## src/rtl/sprite_motion_ctrl_if.sv

```systemverilog
// Control and position bus between the VGA timing/switch side and sprite_motion_ctrl.
interface sprite_motion_ctrl_if;
    logic [9:0] vc;
    logic       mode;
    logic       pause;
    logic [1:0] speed;
    logic [3:0] fdiv;
    logic [7:0] sw;
    logic [9:0] x_org;
    logic [9:0] y_org;
    logic       dir_x;
    logic       dir_y;
    logic       upd;

    modport master (
        output vc, mode, pause, speed, fdiv, sw,
        input  x_org, y_org, dir_x, dir_y, upd
    );

    modport slave (
        input  vc, mode, pause, speed, fdiv, sw,
        output x_org, y_org, dir_x, dir_y, upd
    );
endinterface

```

## src/rtl/sprite_motion_ctrl.sv

```systemverilog
// Once-per-frame sprite origin scheduler: auto bounce or switch position, committed in vblank.
// Define SPRITE_WRAP_EN to make auto mode wrap around the screen instead of bouncing.
module sprite_motion_ctrl #(
    parameter int unsigned HBP  = 144,
    parameter int unsigned VBP  = 31,
    parameter int unsigned HACT = 640,
    parameter int unsigned VACT = 480,
    parameter int unsigned W    = 240,
    parameter int unsigned H    = 160
) (
    input logic                 clk,
    input logic                 clr,
    sprite_motion_ctrl_if.slave bus
);

    localparam logic [9:0]  TICK_VC = 10'(VBP + VACT);
    localparam logic [10:0] XMAX    = 11'(HACT - W);
    localparam logic [10:0] YMAX    = 11'(VACT - H);

    // Origin must stay addressable by the 10-bit VGA counters.
    if (HBP + HACT > 1023 || VBP + VACT > 1023 || W > HACT || H > VACT) begin : g_bad_params
        $error("sprite_motion_ctrl: geometry parameters out of range");
    end

    typedef enum logic [1:0] {StWait, StCalcX, StCalcY, StCommit} state_t;

    state_t     state;
    logic [9:0] vc_q;
    logic [3:0] fcnt;
    logic       mode_q;
    logic [1:0] speed_q;
    logic [7:0] sw_q;
    logic [9:0] x_sh, y_sh;
    logic       dx_sh, dy_sh;
    logic [9:0] x_org_q, y_org_q;
    logic       dir_x_q, dir_y_q, upd_q;

    logic        tick;
    logic [10:0] cur_pos, max_pos, man_pos, step, sum;
    logic        cur_dir;
    logic [9:0]  nxt_pos;
    logic        nxt_dir;

    assign tick = (bus.vc == TICK_VC) && (vc_q != bus.vc);

    // One shared axis unit: CALC_Y works on y, every other state on x.
    always_comb begin
        cur_pos = (state == StCalcY) ? {1'b0, y_org_q} : {1'b0, x_org_q};
        cur_dir = (state == StCalcY) ? dir_y_q : dir_x_q;
        max_pos = (state == StCalcY) ? YMAX : XMAX;
        man_pos = (state == StCalcY) ? {2'b00, sw_q[7:4], 5'b00001}
                                     : {2'b00, sw_q[3:0], 5'b00001};
        step    = {9'd0, speed_q} + 11'd1;
        sum     = cur_pos + step;
        nxt_pos = cur_pos[9:0];
        nxt_dir = cur_dir;
        if (!mode_q) begin
            nxt_pos = (man_pos > max_pos) ? max_pos[9:0] : man_pos[9:0];
        end else if (cur_dir) begin
`ifdef SPRITE_WRAP_EN
            nxt_pos = (sum > max_pos) ? 10'd0 : sum[9:0];
`else
            if (sum >= max_pos) begin
                nxt_pos = max_pos[9:0];
                nxt_dir = 1'b0;
            end else begin
                nxt_pos = sum[9:0];
            end
`endif
        end else begin
`ifdef SPRITE_WRAP_EN
            nxt_pos = (cur_pos < step) ? max_pos[9:0] : 10'(cur_pos - step);
`else
            if (cur_pos <= step) begin
                nxt_pos = 10'd0;
                nxt_dir = 1'b1;
            end else begin
                nxt_pos = 10'(cur_pos - step);
            end
`endif
        end
    end

    always_ff @(posedge clk) begin
        if (clr) begin
            state   <= StWait;
            vc_q    <= 10'd0;
            fcnt    <= 4'd0;
            mode_q  <= 1'b0;
            speed_q <= 2'd0;
            sw_q    <= 8'd0;
            x_sh    <= 10'd0;
            y_sh    <= 10'd0;
            dx_sh   <= 1'b1;
            dy_sh   <= 1'b1;
            x_org_q <= 10'd0;
            y_org_q <= 10'd0;
            dir_x_q <= 1'b1;
            dir_y_q <= 1'b1;
            upd_q   <= 1'b0;
        end else begin
            vc_q  <= bus.vc;
            upd_q <= 1'b0;
            case (state)
                StWait: begin
                    // A paused tick is swallowed without advancing the frame divider.
                    if (tick && !bus.pause) begin
                        if (fcnt == bus.fdiv) begin
                            fcnt    <= 4'd0;
                            mode_q  <= bus.mode;
                            speed_q <= bus.speed;
                            sw_q    <= bus.sw;
                            state   <= StCalcX;
                        end else begin
                            fcnt <= fcnt + 4'd1;
                        end
                    end
                end
                StCalcX: begin
                    x_sh  <= nxt_pos;
                    dx_sh <= nxt_dir;
                    state <= StCalcY;
                end
                StCalcY: begin
                    y_sh  <= nxt_pos;
                    dy_sh <= nxt_dir;
                    state <= StCommit;
                end
                StCommit: begin
                    x_org_q <= x_sh;
                    y_org_q <= y_sh;
                    dir_x_q <= dx_sh;
                    dir_y_q <= dy_sh;
                    upd_q   <= 1'b1;
                    state   <= StWait;
                end
                default: state <= StWait;
            endcase
        end
    end

    assign bus.x_org = x_org_q;
    assign bus.y_org = y_org_q;
    assign bus.dir_x = dir_x_q;
    assign bus.dir_y = dir_y_q;
    assign bus.upd   = upd_q;

endmodule

```

## src/flat_wrapper.sv

```systemverilog
// flat-port wrapper written by rule: the top's interface ports become plain ports
module sprite_motion_ctrl_flat 
#(
    parameter int unsigned HBP  = 144,
    parameter int unsigned VBP  = 31,
    parameter int unsigned HACT = 640,
    parameter int unsigned VACT = 480,
    parameter int unsigned W    = 240,
    parameter int unsigned H    = 160
)
  (clk, clr, bus_vc, bus_mode, bus_pause, bus_speed, bus_fdiv, bus_sw, bus_x_org, bus_y_org, bus_dir_x, bus_dir_y, bus_upd);
  sprite_motion_ctrl_if bus_i ();
  input logic clk;
  input logic clr;
  input wire logic [$bits(bus_i.vc)-1:0] bus_vc;
  input wire logic [$bits(bus_i.mode)-1:0] bus_mode;
  input wire logic [$bits(bus_i.pause)-1:0] bus_pause;
  input wire logic [$bits(bus_i.speed)-1:0] bus_speed;
  input wire logic [$bits(bus_i.fdiv)-1:0] bus_fdiv;
  input wire logic [$bits(bus_i.sw)-1:0] bus_sw;
  output wire logic [$bits(bus_i.x_org)-1:0] bus_x_org;
  output wire logic [$bits(bus_i.y_org)-1:0] bus_y_org;
  output wire logic [$bits(bus_i.dir_x)-1:0] bus_dir_x;
  output wire logic [$bits(bus_i.dir_y)-1:0] bus_dir_y;
  output wire logic [$bits(bus_i.upd)-1:0] bus_upd;
  assign bus_i.vc = bus_vc;
  assign bus_i.mode = bus_mode;
  assign bus_i.pause = bus_pause;
  assign bus_i.speed = bus_speed;
  assign bus_i.fdiv = bus_fdiv;
  assign bus_i.sw = bus_sw;
  assign bus_x_org = bus_i.x_org;
  assign bus_y_org = bus_i.y_org;
  assign bus_dir_x = bus_i.dir_x;
  assign bus_dir_y = bus_i.dir_y;
  assign bus_upd = bus_i.upd;
  sprite_motion_ctrl #(.HBP(HBP), .VBP(VBP), .HACT(HACT), .VACT(VACT), .W(W), .H(H)) u_core (.clk(clk), .clr(clr), .bus(bus_i));
endmodule
```

## config.mk

```make
export PLATFORM = sky130hd
export DESIGN_NAME = sprite_motion_ctrl_flat
export DESIGN_NICKNAME = d
export VERILOG_FILES = /design/src/rtl/sprite_motion_ctrl_if.sv /design/src/rtl/sprite_motion_ctrl.sv /design/src/flat_wrapper.sv
export SDC_FILE = /design/constraint.sdc
export NUM_CORES = 1
export LEC_CHECK = 0
export BUFFER_PORTS_ARGS = -buffer_cell sky130_fd_sc_hd__buf_4
export CAP_MARGIN = 30
export CORE_MARGIN = 2
export CORE_UTILIZATION = 54
export CTS_CLUSTER_DIAMETER = 100
export DETAILED_ROUTE_END_ITERATION = 8
export PLACE_DENSITY = 0.75
export SETUP_SLACK_MARGIN = 0.05
export SLEW_MARGIN = 30
export SYNTH_ARGS = -nofsm -noshare
export SYNTH_HDL_FRONTEND = slang
export SYNTH_SLANG_ARGS = --single-unit
```

## constraint.sdc

```tcl
create_clock -name clk -period 11.65 [get_ports clk]
set_input_delay 2.33 -clock clk [delete_from_list [all_inputs] [get_ports clk]]
set_output_delay 2.33 -clock clk [all_outputs]
set_load 0.05 [all_outputs]
```

# Word-level counts from Yosys, hierarchy flattened
# Cells that the tools add are included.
[op_classes]
addsub = 4
magnitude_cmp = 3
eq_ne = 8
n_mux = 18
reduce_logical = 7
[ops]
columns = ["operator", "n"]
rows = [
  ["$mux 10", 6],
  ["$add 11x11->11", 1],
  ["$ge 11x11->1", 1],
  ["$gt 11x11->1", 1],
  ["$le 11x11->1", 1],
  ["$eq 10x9->1 const B", 1],
  ["$ne 10x10->1", 1],
  ["$sub 10x10->10", 1],
  ["$mux 9", 1],
  ["$mux 8", 1],
  ["$pmux 2 s4", 1],
  ["$mux 1", 6],
  ["$add 4x1->4 const B", 1],
  ["$eq 2x2->1 const B", 2],
  ["$eq 4x4->1", 1],
  ["$mux 2", 2],
  ["$mux 4", 1],
  ["$ne 2x1->1 const B", 2],
  ["$reduce_and 2->1", 2],
  ["$add 2x1->3 const B", 1],
  ["$reduce_and 3->1", 1],
  ["$eq 2x1->1 const B", 1],
  ["$logic_and 1x1->1", 2],
  ["$logic_not 2->1", 1],
  ["$logic_not 1->1", 1],
]
[word_totals]
ff_bits = 72
inputBits = 28
output_inout_bits = 23
elab_cells = 55

# Longest topological paths before layout
# Gate-level depths: netlist of run 1.
[depth]
word_depth = 7
mapped_depth = 24
mapped_depth_nobuf = 19

# Worst setup path before layout of run 1
# No wires, ideal clock.
[synth_timing]
path_type = "register to register"
start = "register u_core.state[0]"
end = "register u_core.y_sh[7]"
setup_time_ns = 0.059
arrival_ns = 4.406
required_time_ns = 11.591
path_slack_ns = 7.185
path_stages_with_launch = 25
n_path_buf = 5
synth_period_minus_slack_ns = 4.465
cell_sequence = "dfxtp_1 inv_1 ha_1 buf_6 clkbuf_8 buf_6 clkbuf_1 mux2_2 ha_1 inv_1 fa_1 inv_1 maj3_2 nand2_1 xnor2_1 ha_1 nor2b_1 nand2_1 nor3_1 nor3_1 o211a_1 buf_2 o221a_2 nor4_2 a31o_1"
[synth_via]
elab_chain_cells = 7
word_cells_on_any_way = 15
cone_classes = "2 x add/sub; 3 x order compare; 1 x eq/ne; 9 x mux"
[synth_rtl]
columns = ["item", "line_no", "rtl"]
rows = [
  ["start, declared", "sprite_motion_ctrl.sv:27", "state_t state;"],
  ["start signal, assigned", "sprite_motion_ctrl.sv:86", "state <= StWait;"],
  ["start signal, assigned", "sprite_motion_ctrl.sv:113", "state <= StCalcX;"],
  ["start signal, assigned", "sprite_motion_ctrl.sv:122", "state <= StCalcY;"],
  ["$eq 2x2->1 (*)", "n/a", ""],
  ["$mux 10", "sprite_motion_ctrl.sv:48", "cur_pos = (state == StCalcY) ? {1'b0, y_org_q} : {1'b0, x_org_q};"],
  ["$add 11x11->11", "sprite_motion_ctrl.sv:54", "sum = cur_pos + step;"],
  ["$ge 11x11->1", "sprite_motion_ctrl.sv:63", "if (sum >= max_pos) begin"],
  ["$mux 10", "sprite_motion_ctrl.sv:63", ""],
  ["$mux 10", "sprite_motion_ctrl.sv:59", "end else if (cur_dir) begin"],
  ["$mux 10", "sprite_motion_ctrl.sv:57", "if (!mode_q) begin"],
  ["end signal, assigned", "sprite_motion_ctrl.sv:125", "y_sh <= nxt_pos;"],
  ["end, declared", "sprite_motion_ctrl.sv:33", "logic [9:0] x_sh, y_sh;"],
]
# Every way passes the cells marked *; elsewhere a longest branch is shown, timed or not.
# A chain may end at the register's enable or synchronous reset.

# Worst setup path after layout of run 1
[layout_timing]
start = "input port bus_vc[9]"
end = "register u_core.sw_q[7]"
[layout_via]
elab_chain_cells = 4
word_cells_on_any_way = 5
cone_classes = "2 x eq/ne; 3 x reduce/logical"
[layout_rtl]
columns = ["item", "line_no", "rtl"]
rows = [
  ["start, declared", "flat_wrapper.sv:15", "input wire logic [$bits(bus_i.vc)-1:0] bus_vc;"],
  ["$eq 10x9->1 or $ne 10x10->1 (tied branches)", "sprite_motion_ctrl.sv:44", "assign tick = (bus.vc == TICK_VC) && (vc_q != bus.vc);"],
  ["$logic_and 1x1->1 (*)", "sprite_motion_ctrl.sv:44", ""],
  ["$logic_and 1x1->1 (*)", "sprite_motion_ctrl.sv:107", "if (tick && !bus.pause) begin"],
  ["$reduce_and 3->1 (no line) (*)", "n/a", ""],
  ["end signal, assigned", "sprite_motion_ctrl.sv:112", "sw_q <= bus.sw;"],
  ["end, declared", "sprite_motion_ctrl.sv:32", "logic [7:0] sw_q;"],
]
# Marked as above.

==> results of run 1 <==
[sequential cells by signal, indices dropped and copies added (netlist names), 2 cells and up]
register	count
u_core.bus.x_org	10
u_core.bus.y_org	10
u_core.vc_q	10
u_core.x_sh	10
u_core.y_sh	10
u_core.sw_q	8
u_core.fcnt	4
u_core.speed_q	2
u_core.state	2
[worst max-delay path, delay by kind of cell]
kind / cells / cell delay [ns]
muxes: 1 / 0.36
buffers and inverters: 1 / 0.12
and+or+nand+nor: 4 / 1.92
[cell usage after synthesis (4+ instances only)]
cell	count	area share
xnor2_1	13	0.029
clkbuf_1	11	0.010
dfxtp_1	72	0.36
nor2b_1	12	0.019
nand3_1	16	0.020
nor4_1	4	0.0063
o32ai_1	8	0.018
mux2i_1	43	0.11
a311oi_1	5	0.011
nand2_1	36	0.034
nor2_1	54	0.051
ha_1	15	0.047
nor3_1	5	0.0063
a21oi_1	13	0.016
o21ai_0	10	0.013
inv_1	20	0.019
nand4_1	6	0.0094
buf_1	5	0.0047
xor2_1	11	0.024
a31oi_1	4	0.0063
mux2_2	7	0.020
[stage by stage]
stage               area, µm²  setup slack, ns  utilization  hold slack [ns]  std cells
finish                   4600             7.16        0.641            0.479        587
global route             4600             6.87        0.641            0.512        587
CTS                      4600             7.16        0.641            0.481        587
detailed placement       4390             6.83        0.611            0.469        571
global placement         4390             6.99        0.611            0.464        571
floorplan                3980             7.19            -            0.442        441
[worst paths after layout]
path / from / end / slack (ns) / cells past startpoint
max: bus_vc[9] / u_core.sw_q[7] / 7.16 / 6
min: u_core.x_sh[3] / u_core.x_sh[3] / 0.48 / 2
max reg2reg: u_core.state[0] / u_core.x_sh[6] / 7.19 / 19
min reg2reg: u_core.x_sh[3] / u_core.x_sh[3] / 0.48 / 2
[final cells by class]
class,count,share of cell area
multi-input cells,327,0.512
flip-flops and latches,72,0.314
repair buffers,52,0.0849
clock buffers,10,0.0299
well taps,99,0.0269
inverters,21,0.0171
clock inverters,6,0.0158
[power breakdown]
group	leakage (nW)	total (mW)	switching (mW)	internal, mW
Clock	0.104	0.210	0.102	0.108
Sequential	0.583	0.249	0.000807	0.248
Combinational	1.11	0.0185	0.00886	0.00966
[logic make-up (layout without fill, tap and decap cells)]
logic type | after synthesis | in the layout | synth area share
buffers and inverters | 42 | 89 | 0.0466
adder cells (fa/ha/maj) | 22 | 22 | 0.0708
flip-flops | 72 | 72 | 0.362
multiplexers | 53 | 53 | 0.138
AND/OR/NAND/NOR | 150 | 150 | 0.181
AO/OA/AOI/OAI | 78 | 78 | 0.149
XOR/XNOR | 24 | 24 | 0.0529
[metal layers]
metal	wire length, µm	global-route usage	vias up
met4	246	0.100	0
met5	0	0	-
li1	-	-	1663
met3	457	0.0469	19
met1	4360	0.309	1592
met2	4400	0.386	87
==> results.txt, run 1 <==
Arrival time at the worst endpoint: 4.72 ns
Register Area: 0.00144 mm²
Crit path largest cell delay: 0.75 ns
DIE WIDTH: 89.8 µm
Number of synthesized flops with an enable pin: 0
Final Hold Viols: 0
Layout Nets: 528
Syn. warnings: 0
Crit end category: register
Synth Flop Type: dfxtp_1
Drt drc: 0
Max rail drop VDD: 0.0000587 V
Initial Util: 0.554
RSZ-0062 raised after global routing: no
TritonCTS clock tree: done
Worst endpoint required time: 11.88 ns
Via count of the first global-routing pass: 3178
Power, Total: 477 µW
Routed len/inst: 16.1 µm
Pin count of the biggest net entering global routing: 66
Final Critical Period: 4.49 ns
Most common cell after layout, fill and taps aside: dfxtp_1
Post-Synthesis Cells: 441
Cell variety after synth: 67
Syn_area_per_cell: 9.02 µm²
Yosys reg bits: 72
DRT iter0 DRCs: 153
GRT Residual Overflow: 0
H-tree levels: 3
Post-route antenna net violation count: 0
Synth async-reset ratio: 0
Pwr Density: 104 mW/mm²
Final wirelength: 9470 µm
Area growth syn-to-layout: 15.6%
Worst-Margin Slew: 0.853 ns
IO buf count: 50
Setup_tns: 0 ns
Max frequency: 223 MHz
Max Slew Vio Count: 0
CP Class: input port to register
Slowest cell on crit path: nand3_1
Die ar.: 0.00807 mm²
Final worst-path cycle share: 0.386
I/O pins: 51
Slew HR: 0.426
Post-CTS Hold Buffers: 0
DP HPWL: 6710 µm
Postcts setup bufs: 0
# diodes: 0
Crit-path max FO: 12
Syn Std Cell Area: 0.00398 mm²
Routed vias/inst: 5.73
Post-CTS sizing: 0
Hold crit path type: register to register
Clk buf depth: 2
Row count: 31
Initial antenna violation count: 0
Most frequent cells in the layout: 72 x dfxtp_1, 54 x nor2_1, 52 x buf_4
Combined area of the multi-input logic cells: 0.00235 mm²
Outcome: complete, no violations
Syn Nets: 486
Vias: 3361
CTS Buf Count: 9
Wire length of the first global-routing pass: 15500 µm
Gp weighted congestion: 0.908
CTS Sinks: 72
CP startpoint kind: input port
Die H: 89.8 µm
Final setup vio count: 0
Fill count: 633
Root Buffer: clkbuf_8
Share of layout cells above drive strength 1: 0.193
P_leak: 1.79 nW
Cells along the critical path: buf_4 > or3b_2 > nor4_1 > nand3_1 > mux2i_1 > nor2_1
Maxcap violations: 0
Total GRT Usage: 0.237
Core ar.: 0.00718 mm²
Skew final: 0.0131 ns
Clock transition at the registers of the reported paths: 0.08 ns
Drt pass-1 iters: 4
Skew-Pair Late Insertion Delay: 0.36 ns
Register area share after synthesis: 0.362
(Power assumes the default switching activity.)
==> run 2: changes to the inputs <==
==> constraint.sdc (replaced) <==
create_clock -name clk -period 4.5 [get_ports clk]
set_input_delay 0.9 -clock clk [delete_from_list [all_inputs] [get_ports clk]]
set_output_delay 0.9 -clock clk [all_outputs]
set_load 0.05 [all_outputs]
==> results.txt, run 2 (synthesis results as in run 1) <==
Initial Util: 0.554 (unchanged)
Pwr Density: 254 mW/mm² (+140%)
CP endpoint: u_core.x_sh[4]
Placed Instance Area: 0.00441 mm² (+0.51%)
Area growth syn-to-layout: 15.8%
Crit path largest cell delay: 0.41 ns (-0.34 ns)
Worst endpoint required time: 4.77 ns (-7.11 ns)
Routed len/inst: 16.2 µm (+0.63%)
Gp weighted congestion: 0.920 (+1.3%)
Hold crit path type: register to register
Max frequency: 243 MHz
Fin area: 0.00460 mm² (+0.16%)
Most common cell after layout, fill and taps aside: dfxtp_1
Final Critical Period: 4.12 ns
Reg-to-reg setup timing slack: 0.38 ns (-6.81 ns)
Wire length of the first global-routing pass: 16100 µm (+3.6%)
Setup WS pre-CTS: 0.276 ns (-6.55 ns)
Arrival time at the worst endpoint: 4.39 ns (-0.33 ns)
Slowest cell on crit path: fa_1
Setup_tns: 0 ns (unchanged)
CP Buf/Inv Count: 3 (+2)
Fill count: 611 (-3.5%)
DRT iter0 DRCs: 198 (+29%)
DP HPWL: 6880 µm (+2.5%)
Maxcap violations: 0 (unchanged)
Vias: 3384 (+0.68%)
Worst Reg2Reg Path Length in Cells: 19 (unchanged)
Final wirelength: 9580 µm (+1.1%)
CP startpoint kind: register
CTS Sinks: 72 (unchanged)
Max Slew Vio Count: 0 (unchanged)
Root Buffer: clkbuf_8
Skew-Pair Late Insertion Delay: 0.35 ns (about the same)
DIE WIDTH: 89.8 µm (unchanged)
Power, Total: 1.17 mW (+140%)
Final Hold Viols: 0 (unchanged)
Max rail drop VDD: 0.000184 V (+210%)
Most frequent cells in the layout: 72 x dfxtp_1, 55 x buf_4, 54 x nor2_1
Total GRT Usage: 0.245 (+0.00750)
Drt pass-1 iters: 5 (+1)
H-tree levels: 3 (unchanged)
Routed vias/inst: 5.74 (+0.17%)
Via count of the first global-routing pass: 3257 (+2.5%)
Initial antenna violation count: 0 (unchanged)
Crit end category: register
Row count: 31 (unchanged)
P_leak: 1.78 nW (-1.0%)
Outcome: complete, no violations
Die ar.: 0.00807 mm² (unchanged)
Cells along the critical path: inv_1 > ha_2 > mux2_2 > ha_1 > inv_1 > fa_1 > inv_1 > maj3_2 > nand2_1 > xnor2_1 > ha_1 > nor2b_1 > nand2_1 > a21oi_1 > nor3_1 > o211a_2 > o21bai_1 > and4b_1 > o32ai_2
Die H: 89.8 µm (unchanged)
Crit-path max FO: 13 (+1)
Skew final: 0.00754 ns (-0.00559 ns)
CTS Buf Count: 9 (unchanged)
Post-route antenna net violation count: 0 (unchanged)
# diodes: 0 (unchanged)
Post-CTS Hold Buffers: 0 (unchanged)
CP top delay family: adder cells
Final setup vio count: 0 (unchanged)
Postcts setup bufs: 0 (unchanged)
CP startpoint: u_core.state[0]
Combined area of the multi-input logic cells: 0.00236 mm² (+0.48%)
Layout Nets: 531 (+0.57%)
Worst-Margin Slew: 0.788 ns (-0.0652 ns)
IO buf count: 50 (unchanged)
Clk buf depth: 2 (unchanged)
Crit path top cell by count: inv_1
Drt drc: 0 (unchanged)
Final WS setup: 0.377 ns (-6.78 ns)
Clock transition at the registers of the reported paths: 0.08 ns (about the same)
GRT Residual Overflow: 0 (unchanged)
Pin count of the biggest net entering global routing: 66 (unchanged)
RSZ-0062 raised after global routing: no
Worst r2r src: u_core.state[0]
TritonCTS clock tree: done
I/O pins: 51 (unchanged)
Register Area: 0.00144 mm² (unchanged)
Critical Path Stages: 19 (+13)
Slew HR: 0.475 (+0.0487)
Core ar.: 0.00718 mm² (unchanged)
Reg-to-reg endpoint: u_core.x_sh[4]
Share of layout cells above drive strength 1: 0.202 (+0.00901)
Final worst-path cycle share: 0.916
CP Class: register to register
[run 2: metrics by stage]
step / std cells / util / hold WS (ns)
floorplan: 441 / - / 0.442
global placement: 574 / 0.614 / 0.462
detailed placement: 574 / 0.614 / 0.463
CTS: 590 / 0.640 / 0.479
global route: 590 / 0.642 / 0.497
finish: 590 / 0.642 / 0.478
[run 2: timing repair]
action | CTS | global route
hold endpoints to repair | 0 | 0
gates resized for setup | 0 | 3
setup endpoints to repair | 0 | 10
[run 2: worst min-delay path by stage]
stage / end / cells past startpoint / slack [ns] / from
after floorplan: u_core.dx_sh / 2 / 0.44 / u_core.dx_sh
after global placement: u_core.y_sh[1] / 2 / 0.46 / u_core.y_sh[1]
after detailed placement: u_core.bus.dir_y / 2 / 0.46 / u_core.dy_sh
after CTS: u_core.y_sh[1] / 2 / 0.48 / u_core.y_sh[1]
after global routing: u_core.x_sh[2] / 2 / 0.50 / u_core.x_sh[2]
final: u_core.y_sh[1] / 2 / 0.48 / u_core.y_sh[1]
[run 2: final cells by class]
type	instances	area share
tap	99	0.0269
sequential	72	0.313
clock inverter	4	0.00625
inverter	21	0.0171
timing repair buffer	55	0.0897
clock buffer	12	0.0337
multi-input combinational	327	0.513
[run 2: worst min-delay path, stage by stage, from the launching register on]
cell     delay (ns)
dfxtp_1        0.31
inv_1          0.05
o32ai_1        0.07
[run 2: per-layer routing]
layer | wire length [µm] | track usage | part of all wire
met4 | 143 | 0.0769 | 0.015
met2 | 4560 | 0.406 | 0.48
met1 | 4310 | 0.319 | 0.45
met3 | 556 | 0.0545 | 0.058
met5 | 0 | 0 | 0
[run 2: report_power, final]
part / internal [mW] / switching, mW / leakage (nW)
Combinational: 0.0250 / 0.0220 / 1.10
Sequential: 0.642 / 0.00207 / 0.583
Clock: 0.230 / 0.247 / 0.0886
==> run 3: changes to the inputs <==
--- a/config.mk
+++ b/config.mk
@@ -5,13 +5,16 @@
 export SDC_FILE = /design/constraint.sdc
 export NUM_CORES = 1
 export LEC_CHECK = 0
+export ABC_AREA = 1
 export BUFFER_PORTS_ARGS = -buffer_cell sky130_fd_sc_hd__buf_4
 export CAP_MARGIN = 30
+export CELL_PAD_IN_SITES_DETAIL_PLACEMENT = 0
+export CELL_PAD_IN_SITES_GLOBAL_PLACEMENT = 1
 export CORE_MARGIN = 2
-export CORE_UTILIZATION = 54
+export CORE_UTILIZATION = 42
 export CTS_CLUSTER_DIAMETER = 100
 export DETAILED_ROUTE_END_ITERATION = 8
-export PLACE_DENSITY = 0.75
+export PLACE_DENSITY_LB_ADDON = 0.1
 export SETUP_SLACK_MARGIN = 0.05
 export SLEW_MARGIN = 30
 export SYNTH_ARGS = -nofsm -noshare
==> results.txt, run 3 <==
Hold crit path type: register to register
CP Class: register to register
DP HPWL: 7780 µm (+13%)
Fin area: 0.00472 mm² (+2.6%)
RSZ-0062 raised after global routing: no
Clock Power Share: 0.345 (-0.064)
Setup_tns: 0 ns (unchanged)
Drt pass-1 iters: 4 (-1)
CP startpoint kind: register
Vias: 3695 (+9.2%)
TritonCTS clock tree: done
Layout Nets: 654 (+23%)
Post-CTS Hold Buffers: 0 (unchanged)
Reg power frac: 0.470 (-0.081)
Postcts setup bufs: 0 (unchanged)
Placed Instance Area: 0.00450 mm² (+2.1%)
Crit-path max FO: 12 (-1)
Crit path largest cell delay: 0.37 ns (-0.04 ns)
Row count: 35 (+13%)
Maxcap violations: 0 (unchanged)
Drt drc: 0 (unchanged)
I/O pins: 51 (unchanged)
Root Buffer: clkbuf_8
Synth async-reset ratio: 0 (unchanged)
Syn. warnings: 0 (unchanged)
Top cells by count, synth: 86 x inv_1, 80 x nand2_1, 72 x dfxtp_1
Pin count of the biggest net entering global routing: 38 (-42%)
Post-Synthesis Cells: 565 (+28%)
Final Critical Period: 3.89 ns (-0.233 ns)
Via count of the first global-routing pass: 3389 (+4.1%)
P_int: 1.08 mW (+21%)
Outcome: complete, no violations
Number of synthesized flops with an enable pin: 0 (unchanged)
Pwr Density: 329 mW/mm² (+30%)
Final wirelength: 10400 µm (+8.9%)
Die H: 102 µm (+14%)
Synth top area share: 0.356 (-0.00606)
Routed vias/inst: 4.97 (-13%)
Wire length of the first global-routing pass: 17500 µm (+8.8%)
CP top delay family: simple AND/OR/NAND/NOR gates
Cell variety after synth: 42 (-37%)
GRT Residual Overflow: 0 (unchanged)
P_sw: 471 µW (+74%)
Most frequent cells in the layout: 86 x inv_1, 80 x nand2_1, 72 x dfxtp_1
Final setup vio count: 0 (unchanged)
Comb pwr share: 0.185 (+0.145)
Area growth syn-to-layout: 16.8%
Syn_area_per_cell: 7.16 µm² (-21%)
Max frequency: 257 MHz (+6.0%)
Switching Share: 0.303 (+0.0713)
Core ar.: 0.00928 mm² (+29%)
Crit end category: register
Most common cell after layout, fill and taps aside: inv_1
Count leader, synth: inv_1
P_leak: 2.26 nW (+27%)
Post-route antenna net violation count: 0 (unchanged)
Clk buf depth: 2 (unchanged)
Skew-Pair Late Insertion Delay: 0.35 ns (about the same)
Syn Nets: 610 (+26%)
Worst Reg2Reg Path Length in Cells: 26 (+7)
Initial Util: 0.436 (-0.119)
Register area share after synthesis: 0.356 (-0.00606)
CTS Sinks: 72 (unchanged)
Die ar.: 0.0104 mm² (+29%)
Skew final: 0.0120 ns (+0.00441 ns)
Gp weighted congestion: 0.905 (-1.6%)
Top cells by area, synth: dfxtp_1 36%, inv_1 8.0%, nand2_1 7.4%
DRT iter0 DRCs: 177 (-11%)
Critical Path Stages: 26 (+7)
Slew HR: 0.463 (-0.0121)
Placed cell count: 726 (+26%)
Routed len/inst: 14.0 µm (-14%)
Share of layout cells above drive strength 1: 0.178 (-0.0241)
H-tree levels: 3 (unchanged)
Arrival time at the worst endpoint: 4.14 ns (-0.25 ns)
DIE WIDTH: 102 µm (+14%)
Final Hold Viols: 0 (unchanged)
Yosys reg bits: 72 (unchanged)
CTS Buf Count: 9 (unchanged)
Clock transition at the registers of the reported paths: 0.08 ns (about the same)
Hold path depth: 2 (unchanged)
Max rail drop VDD: 0.000209 V (+14%)
Layout Cells excl Fill: 743 (+26%)
Max Slew Vio Count: 0 (unchanged)
Synth Flop Type: dfxtp_1
Crit path top cell by count: nand2_1
Worst-Margin Slew: 0.805 ns (+0.0173 ns)
CP Buf/Inv Count: 5 (+2)
IO buf count: 50 (unchanged)
Worst endpoint required time: 4.75 ns (-0.02 ns)
Slowest cell on crit path: dfxtp_1
Synth area leader: dfxtp_1
Total GRT Usage: 0.217 (-0.0279)
Initial antenna violation count: 0 (unchanged)
Final worst-path cycle share: 0.865 (-0.0517)
Syn Std Cell Area: 0.00404 mm² (+1.7%)
# diodes: 0 (unchanged)
## run 3: cell families after synthesis
group / share of synthesized area
compound gates: 0.176
xor+xnor: 0.0325
fa+ha+maj: 0.0563
buf+inv: 0.110
flops: 0.356
simple gates: 0.269
## run 3: worst paths after layout
check	endpoint	slack (ns)	start
worst max-delay path	u_core.x_sh[6]	0.61	u_core.state[0]
worst min-delay path	u_core.bus.y_org[8]	0.45	u_core.y_sh[8]
worst max register to register	u_core.x_sh[6]	0.61	u_core.state[0]
worst min register to register	u_core.bus.y_org[8]	0.45	u_core.y_sh[8]
## run 3: cell type report
type	count	area, µm²
clock inverter	5	63.8
fill	991	4560
timing repair buffer	55	420
sequential	72	1440
multi-input combinational	382	2160
inverter	89	334
tap	129	161
clock buffer	11	141
## run 3: layer usage
metal | wire length (µm) | track usage
met5 | 0 | 0
met4 | 85 | 0.0605
met3 | 490 | 0.0335
met2 | 4420 | 0.315
met1 | 5430 | 0.331
## run 3: worst register-to-register path, cell delays in order, from the launching register on
cell and delay [ns]:
dfxtp_1 0.37, inv_1 0.10, ha_2 0.23, buf_4 0.19, o21ai_1 0.37, inv_1 0.13, ha_1 0.36, a21o_1 0.15
nand3_2 0.09, nand2_2 0.13, nand2_1 0.09, xor2_1 0.16, ha_1 0.28, inv_1 0.05, nor2_1 0.08, nand4_1 0.07
nand3b_1 0.16, nor2_1 0.08, nand2_1 0.10, nand3_4 0.13, nor2_4 0.05, nand2_1 0.08, nand2_1 0.05, nand2_1 0.08
nand3_1 0.09, nand2_1 0.10, inv_1 0.04
## run 3: through the flow
step	total power, mW	hold WS, ns	util	setup WS (ns)
floorplan	0.948	0.430	-	0.432
global placement	1.02	0.437	0.485	0.607
detailed placement	1.03	0.446	0.485	0.436
CTS	1.57	0.454	0.507	0.409
global route	1.64	0.471	0.509	0.198
finish	1.55	0.454	0.509	0.609
## run 3: power by group through the flow
stage | combinational (mW) | clock (mW) | sequential (mW)
final | 0.287 | 0.535 | 0.729
after global routing | 0.330 | 0.578 | 0.736
after CTS | 0.287 | 0.550 | 0.728
after detailed placement | 0.286 | 0 | 0.743
after global placement | 0.282 | 0 | 0.742
after floorplan | 0.205 | 0 | 0.743
## run 3: what timing repair did
| action | in CTS | in global routing |
|---|---|---|
| gates resized for setup | 0 | 1 |
| hold endpoints to repair | 0 | 0 |
| endpoints found under the setup margin | 0 | 11 |
